`src/rtl/rv_isa_pkg.sv`:
```
// rtl/rv_isa_pkg.sv - RV32I format codes, field widths and opcode constants
package rv_isa_pkg;

  localparam int XLEN     = 32;
  localparam int FMT_W    = 3;
  localparam int OPCODE_W = 7;
  localparam int REG_W    = 5;
  localparam int FUNC3_W  = 3;
  localparam int FUNC7_W  = 7;

  typedef enum logic [FMT_W-1:0] {
    FMT_R = 3'd0,
    FMT_I = 3'd1,
    FMT_S = 3'd2,
    FMT_B = 3'd3,
    FMT_U = 3'd4,
    FMT_J = 3'd5
  } fmt_e;

  localparam logic [OPCODE_W-1:0] OP_REG    = 7'b0110011;
  localparam logic [OPCODE_W-1:0] OP_IMM    = 7'b0010011;
  localparam logic [OPCODE_W-1:0] OP_STORE  = 7'b0100011;
  localparam logic [OPCODE_W-1:0] OP_BRANCH = 7'b1100011;
  localparam logic [OPCODE_W-1:0] OP_LUI    = 7'b0110111;
  localparam logic [OPCODE_W-1:0] OP_JAL    = 7'b1101111;

endpackage

```
`src/rtl/instr_packer.sv`:
```
// rtl/instr_packer.sv - combinational packing of decoded fields into an RV32I word
module instr_packer
  import rv_isa_pkg::*;
(
  input  logic [FMT_W-1:0]    fmt_i,
  input  logic [OPCODE_W-1:0] opcode_i,
  input  logic [REG_W-1:0]    rd_i,
  input  logic [FUNC3_W-1:0]  func3_i,
  input  logic [REG_W-1:0]    rs1_i,
  input  logic [REG_W-1:0]    rs2_i,
  input  logic [FUNC7_W-1:0]  func7_i,
  input  logic [XLEN-1:0]     imm_i,
  output logic [XLEN-1:0]     word_o,
  output logic                illegal_o
);

  // Only the two low opcode bits are checked: every 32-bit RV32I opcode ends in 2'b11.
  always_comb begin
    word_o    = '0;
    illegal_o = (opcode_i[1:0] != 2'b11);
    case (fmt_i)
      FMT_R: word_o = {func7_i, rs2_i, rs1_i, func3_i, rd_i, opcode_i};
      FMT_I: word_o = {imm_i[11:0], rs1_i, func3_i, rd_i, opcode_i};
      FMT_S: word_o = {imm_i[11:5], rs2_i, rs1_i, func3_i, imm_i[4:0], opcode_i};
      FMT_B: word_o = {imm_i[12], imm_i[10:5], rs2_i, rs1_i, func3_i,
                       imm_i[4:1], imm_i[11], opcode_i};
      FMT_U: word_o = {imm_i[31:12], rd_i, opcode_i};
      FMT_J: word_o = {imm_i[20], imm_i[10:1], imm_i[11], imm_i[19:12], rd_i, opcode_i};
      default: illegal_o = 1'b1;
    endcase
    if (illegal_o) begin
      word_o = '0;
    end
  end

endmodule

```
`src/rtl/instr_encoder.sv`:
```
// rtl/instr_encoder.sv - handshaked RV32I encoder with program address counter
module instr_encoder
  import rv_isa_pkg::*;
#(
  parameter int ADDR_W = 6
) (
  input  logic                clk,
  input  logic                reset_n,
  input  logic                clear,
  input  logic                in_valid,
  output logic                in_ready,
  input  logic [FMT_W-1:0]    fmt,
  input  logic [OPCODE_W-1:0] opcode,
  input  logic [REG_W-1:0]    rd,
  input  logic [FUNC3_W-1:0]  func3,
  input  logic [REG_W-1:0]    rs1,
  input  logic [REG_W-1:0]    rs2,
  input  logic [FUNC7_W-1:0]  func7,
  input  logic [XLEN-1:0]     imm,
  output logic                out_valid,
  input  logic                out_ready,
  output logic [XLEN-1:0]     instruction,
  output logic [ADDR_W-1:0]   out_addr,
  output logic                full,
  output logic                err_illegal
);

  logic              out_valid_q, out_valid_d;
  logic [XLEN-1:0]   instr_q, instr_d;
  logic [ADDR_W-1:0] addr_q, addr_d;
  logic              full_q, full_d;
  logic              err_q, err_d;
  logic [XLEN-1:0]   packed_word;
  logic              packed_illegal;
  logic              accept;
  logic              out_hs;

  instr_packer u_packer (
    .fmt_i     (fmt),
    .opcode_i  (opcode),
    .rd_i      (rd),
    .func3_i   (func3),
    .rs1_i     (rs1),
    .rs2_i     (rs2),
    .func7_i   (func7),
    .imm_i     (imm),
    .word_o    (packed_word),
    .illegal_o (packed_illegal)
  );

  assign in_ready = !clear && !full_q && (!out_valid_q || out_ready);
  assign accept   = in_valid && in_ready;
  assign out_hs   = out_valid_q && out_ready;

  // The counter names the word currently presented, so it advances only on output handshakes.
  always_comb begin
    out_valid_d = out_valid_q;
    instr_d     = instr_q;
    addr_d      = addr_q;
    full_d      = full_q;
    err_d       = err_q;
    if (clear) begin
      out_valid_d = 1'b0;
      addr_d      = '0;
      full_d      = 1'b0;
      err_d       = 1'b0;
    end else begin
      if (out_hs) begin
        out_valid_d = 1'b0;
        addr_d      = addr_q + ADDR_W'(1);
        if (addr_q == '1) begin
          full_d = 1'b1;
        end
      end
      if (accept) begin
        if (packed_illegal) begin
          err_d = 1'b1;
        end else begin
          out_valid_d = 1'b1;
          instr_d     = packed_word;
        end
      end
    end
  end

  always_ff @(posedge clk or negedge reset_n) begin
    if (!reset_n) begin
      out_valid_q <= 1'b0;
      instr_q     <= '0;
      addr_q      <= '0;
      full_q      <= 1'b0;
      err_q       <= 1'b0;
    end else begin
      out_valid_q <= out_valid_d;
      instr_q     <= instr_d;
      addr_q      <= addr_d;
      full_q      <= full_d;
      err_q       <= err_d;
    end
  end

  assign out_valid   = out_valid_q;
  assign instruction = instr_q;
  assign out_addr    = addr_q;
  assign full        = full_q;
  assign err_illegal = err_q;

endmodule

```
`config.mk`:
```
export PLATFORM = sky130hd
export DESIGN_NAME = instr_encoder
export DESIGN_NICKNAME = d
export VERILOG_FILES = /design/src/rtl/rv_isa_pkg.sv /design/src/rtl/instr_packer.sv /design/src/rtl/instr_encoder.sv
export SDC_FILE = /design/constraint.sdc
export NUM_CORES = 1
export LEC_CHECK = 0
export ABC_AREA = 1
export ABC_CLOCK_PERIOD_IN_PS = 2600
export CAP_MARGIN = 20
export CORE_MARGIN = 4
export CORE_UTILIZATION = 42
export DETAILED_ROUTE_END_ITERATION = 8
export PLACE_DENSITY = 0.85
export SLEW_MARGIN = 10
export SYNTH_ARGS = -nofsm -noshare
export SYNTH_HDL_FRONTEND = slang
export SYNTH_SLANG_ARGS = --single-unit
```
`constraint.sdc`:
```
create_clock -name clk -period 2.6 [get_ports clk]
set_clock_uncertainty 0.15 [all_clocks]
set_input_delay 0.78 -clock clk [delete_from_list [all_inputs] [get_ports clk]]
set_output_delay 0.78 -clock clk [all_outputs]
set_load 0.02 [all_outputs]
```
Word-level counts from Yosys, hierarchy flattened. Cells that the tools add are included.

$add $sub $neg: 1. Eq/ne operators: 7. Multiplexer cells: 14. Bitwise gates (word level): 2. Reduce and logical (&&, ||, !) cells: 17.

Operator list (count): case mux 32 bit (6 select lines) (1); two-way mux 6 bit (2); two-way mux 1 bit (11); nonzero test 2 bit (4); adder 6 x 1 -> 6 bit (second input constant) (1); equality test 3 x 2 -> 1 bit (second input constant) (2); equality test 3 bit (second input constant) (2); equality test 6 bit (second input constant) (1); OR reduction 6 bit (1); logical AND 1 bit (4); AND reduction 2 bit (2); equality test 3 x 1 -> 1 bit (second input constant) (1); zero test 1 bit (3); zero test 3 bit (1); AND reduction 3 bit (1); != test 2 bit (second input constant) (1); inverter 1 bit (2); logical OR 1 bit (1).

Flip-flop bits (word level): 41. Output and inout bits: 42. Word-level logic and storage cells: 46.

Depth between registers and ports, before layout. Gate-level depths: netlist (run 1).

Word-level depth: 6. Gate-level depth with buffers: 9.

Modules after synthesis. From an unflattened synthesis (run 1), not the netlist that was laid out.

Cell total of the unflattened synthesis: 349. Area total of the unflattened synthesis: 2606.2 µm².

Modules (own cells, without submodules): instr_encoder (instances 1, cells an instance 195, area an instance 1866.8 µm², sequential area each 1026.0 µm²); instr_packer (instances 1, cells an instance 154, area an instance 739.5 µm², sequential area each 0.0 µm²).

Least setup slack after synthesis (run 1). No wires, ideal clock.

Path type: input -> output. Start: input port out_ready. End: output port in_ready. Arrival: 1225 ps. Data required time: 1670 ps. Path slack: 445 ps. Stages: 4. Path buffers: 0. Path through: inv_1 > nand2_1 > nand2_1 > nor2_1.

Longest elaborated chain between the ends: 2.

RTL lines: start: declaration (RTL line instr_encoder.sv:21) `input logic out_ready,`; logical OR 1 bit (RTL line instr_encoder.sv:51) `assign in_ready = !clear && !full_q && (!out_valid_q || out_ready);`; logical AND 1 bit (RTL line instr_encoder.sv:51); end: declaration (RTL line instr_encoder.sv:11) `output logic in_ready,`.

Every way passes these cells.

Worst setup path in the final report (run 1).
Start: input port clear. End: output port in_ready.

Longest elaborated chain between the ends: 3.

RTL lines: start: declaration (RTL line instr_encoder.sv:9) `input logic clear,`; zero test 1 bit (RTL line instr_encoder.sv:51); logical AND 1 bit (2 in series) (RTL line instr_encoder.sv:51).

Every way passes these cells.

==> results.py, run 1 <==
metrics = {
    "run_status": {
        "status": "finished clean",
    },
    "layout": {
        "drive_above_1_share": 0.0804,
        "area_growth_pct": 63.9,
        "diodes": 0,
        "fin_nets": 495,
    },
    "sta": {
        "min_period_ns": 2.49,
        "setup_slack_ns": 0.106,
        "report.final.slew_viol_count": 0,
        "post-route-period-util": 0.959,
        "rsz0062_at_grt": "no",
        "max_freq_ghz": 0.401,
        "setup_tns_ns": 0,
        "finalSetupViolCount": 0,
        "hold_violations": 0,
        "tightest_slew_ns": 0.691,
        "slew_headroom": 0.540,
    },
    "pwr": {
        "clock_power_share": 0.261,
        "powerDensity_nw_per_um2": 576,
        "power.switching_mw": 0.610,
        "seq_power_share": 0.398,
        "combPwrFrac": 0.341,
        "switching_share": 0.300,
        "p_leak_nw": 1.72,
        "p_int_mw": 1.42,
        "irDropWorstVdd_mv": 0.367,
    },
    "cts": {
        "ctsHoldBuffers": 0,
        "cts_tree": "yes",
        "clock_latency_ns": 0.29,
        "cts_made_buffers": 5,
        "cts_buffer_depth": 2,
        "cts_root_buf": "clkbuf_8",
        "htreeDepth": 2,
        "postCtsSetupBuffers": 0,
        "cts.clk_slew.worst_paths_ns": 0.08,
        "cts_sinks": 41,
    },
    "logic_synthesis": {
        "synth.net_count": 372,
        "synth.top_cell.area_share": 0.477,
        "async_flop_share": 1.00,
        "avgSynthCellArea_um2": 7.19,
        "synth_commonest_cells": "150 x nand2_1, 41 x dfrtp_1, 23 x nand3_1",
        "synth.area.top_cells": "dfrtp_1 48%, nand2_1 26%, nand3_1 5.4%",
        "synth_ff_type": "dfrtp_1",
        "ys_ff_latch": 41,
        "ys_warn_count": 0,
        "synth_edf_count": 0,
        "synth-seq-area-share": 0.477,
        "yosys.area.top_type": "dfrtp_1",
        "synthDistinctLibCells": 20,
        "synthesis.area_um2": 2150,
        "synth_cells": 299,
        "synth.most_common_cell": "nand2_1",
    },
    "drt": {
        "viasPerCell": 4.85,
        "vias": 2378,
        "drc_errors": 0,
        "drt-total-wl_um": 6530,
        "drt-pass1-iter-count": 4,
        "dr.first_iter.drc_count": 91,
        "drtAntennaViolNets": 0,
        "wl_per_cell_um": 13.3,
    },
    "global_routing": {
        "grt_pass1_wl_um": 10600,
        "grt_busiest_layer": "met2",
        "grtUsageMet2": 0.366,
        "grt_pass1_vias": 2424,
        "gr-total-overflow": 0,
        "met1_usage": 0.251,
        "grt_use_total": 0.212,
        "antenna_found_initial": 0,
        "use_met3": 0.0621,
        "grt_max_degree": 33,
    },
    "placement": {
        "port_buffers": 113,
        "place_hpwl_um": 5050,
        "place_ws_ns": -0.435,
        "gp_congestion": 0.853,
    },
    "worst_setup_path": {
        "crit_fanout": 2,
        "worst-setup-path-type": "in2out",
        "r2r_slack_ns": 1.05,
        "required_ns": 1.67,
        "crit_arrival_ns": 1.56,
        "reg2reg_depth": 7,
        "cp-start-kind": "input pin",
        "endpoint_kind": "output port",
    },
    "die": {
        "fp.coreArea_um2": 4850,
        "die_h_um": 79.6,
        "rows": 25,
        "dieArea_um2": 6330,
        "die_w_um": 79.6,
        "start_util": 0.444,
        "io_pins": 114,
    },
    "hold_path": {
        "min_path_type": "reg2reg",
        "whs_path_depth": 1,
    },
    "flow_run": {
        "maxCapViolations": 0,
    },
}
## cell type report
type | instances | area (um2)
fill | 395 | 1320
timing repair buffer | 128 | 1250
sequential | 41 | 1030
multi-input combinational | 226 | 973
clock buffer | 7 | 86.3
tap | 67 | 83.8
inverter | 20 | 75.1
clock inverter | 1 | 30.0
## path summary, 6_finish.rpt
kind                                            start                     endpoint
setup / recovery                                clear                     in_ready
hold / removal             instruction[1]$_DFFE_PN0P_   instruction[1]$_DFFE_PN0P_
setup reg to reg                  out_valid$_DFF_PN0_  instruction[18]$_DFFE_PN0P_
hold reg to reg            instruction[1]$_DFFE_PN0P_   instruction[1]$_DFFE_PN0P_
max in group asynchronous                     reset_n  instruction[19]$_DFFE_PN0P_
min in group asynchronous                     reset_n      out_addr[2]$_DFFE_PN0P_
## kinds of logic after synthesis
kind of cell	share of synthesized area
AOI/OAI and AO/OA	0.0524
buffers and inverters	0.0704
and+or+nand+nor	0.394
adders and majority gates	0.00582
DFF	0.477
## stage by stage
| stage | utilization | power, mW | cells | cell area [um2] | hold slack (ns) |
|---|---|---|---|---|---|
| 3_3_place_gp | 0.703 | 1.50 | 482 | 3410 | 0.301 |
| 2_1_floorplan | - | 1.11 | 299 | 2150 | 0.334 |
| 3_5_place_dp | 0.703 | 1.52 | 482 | 3410 | 0.308 |
| 5_1_grt | 0.727 | 2.13 | 490 | 3530 | 0.341 |
| 6_report | 0.727 | 2.03 | 490 | 3530 | 0.321 |
| 4_1_cts | 0.726 | 2.05 | 490 | 3520 | 0.326 |
## power by group through the flow
stage | sequential (mW) | combinational [mW] | clock, mW
after detailed placement | 0.819 | 0.699 | 0
final | 0.809 | 0.693 | 0.529
after global placement | 0.816 | 0.685 | 0
after floorplan | 0.956 | 0.153 | 0
after global routing | 0.824 | 0.750 | 0.560
after CTS | 0.809 | 0.700 | 0.539
## layout by cell type, fill, tap and decap left out, drive strengths merged
cell	n
a21oi	6
buf	17
clkinv	1
a22oi	1
inv	19
nor3	4
nand4	4
bufinv	1
o211ai	6
ha	1
or2	7
nor2	17
dlymetal6s2s	1
o21ai	6
clkbuf	7
nand2	150
dfrtp	41
nand3	24
clkdlybuf4s50	110
## critical path, stage by stage
cell and delay, ns:
clkdlybuf4s50_1 0.47, inv_1 0.06, nand2_1 0.06, nor2_1 0.04, buf_4 0.15
## what timing repair did
item                                    4_1_cts  5_1_grt
endpoints found under the hold margin         0        0
gates resized for setup                       4        2
endpoints found under the setup margin        1        1
## state kept, by name, summed over array words and instances, names as in the netlist
name	cells
err_illegal	1
full	1
instruction	32
out_addr	6
out_valid	1
## metal layers
layer	up-vias	share of wire	routed length, um
met2	110	0.49	3230
met5	-	0	0
met3	14	0.084	548
li1	1179	-	-
met1	1075	0.40	2630
met4	0	0.019	123
(Power assumes the default switching activity.)
==> inputs of run 2 (changes only) <==
--- a/config.mk
+++ b/config.mk
@@ -12,7 +12,7 @@
 export CORE_UTILIZATION = 42
 export DETAILED_ROUTE_END_ITERATION = 8
 export PLACE_DENSITY = 0.85
-export SLEW_MARGIN = 10
+export SLEW_MARGIN = 25
 export SYNTH_ARGS = -nofsm -noshare
 export SYNTH_HDL_FRONTEND = slang
 export SYNTH_SLANG_ARGS = --single-unit
==> results of run 2 <==
Same layout as run 1: the final DEF is identical, and so are final timing and power.
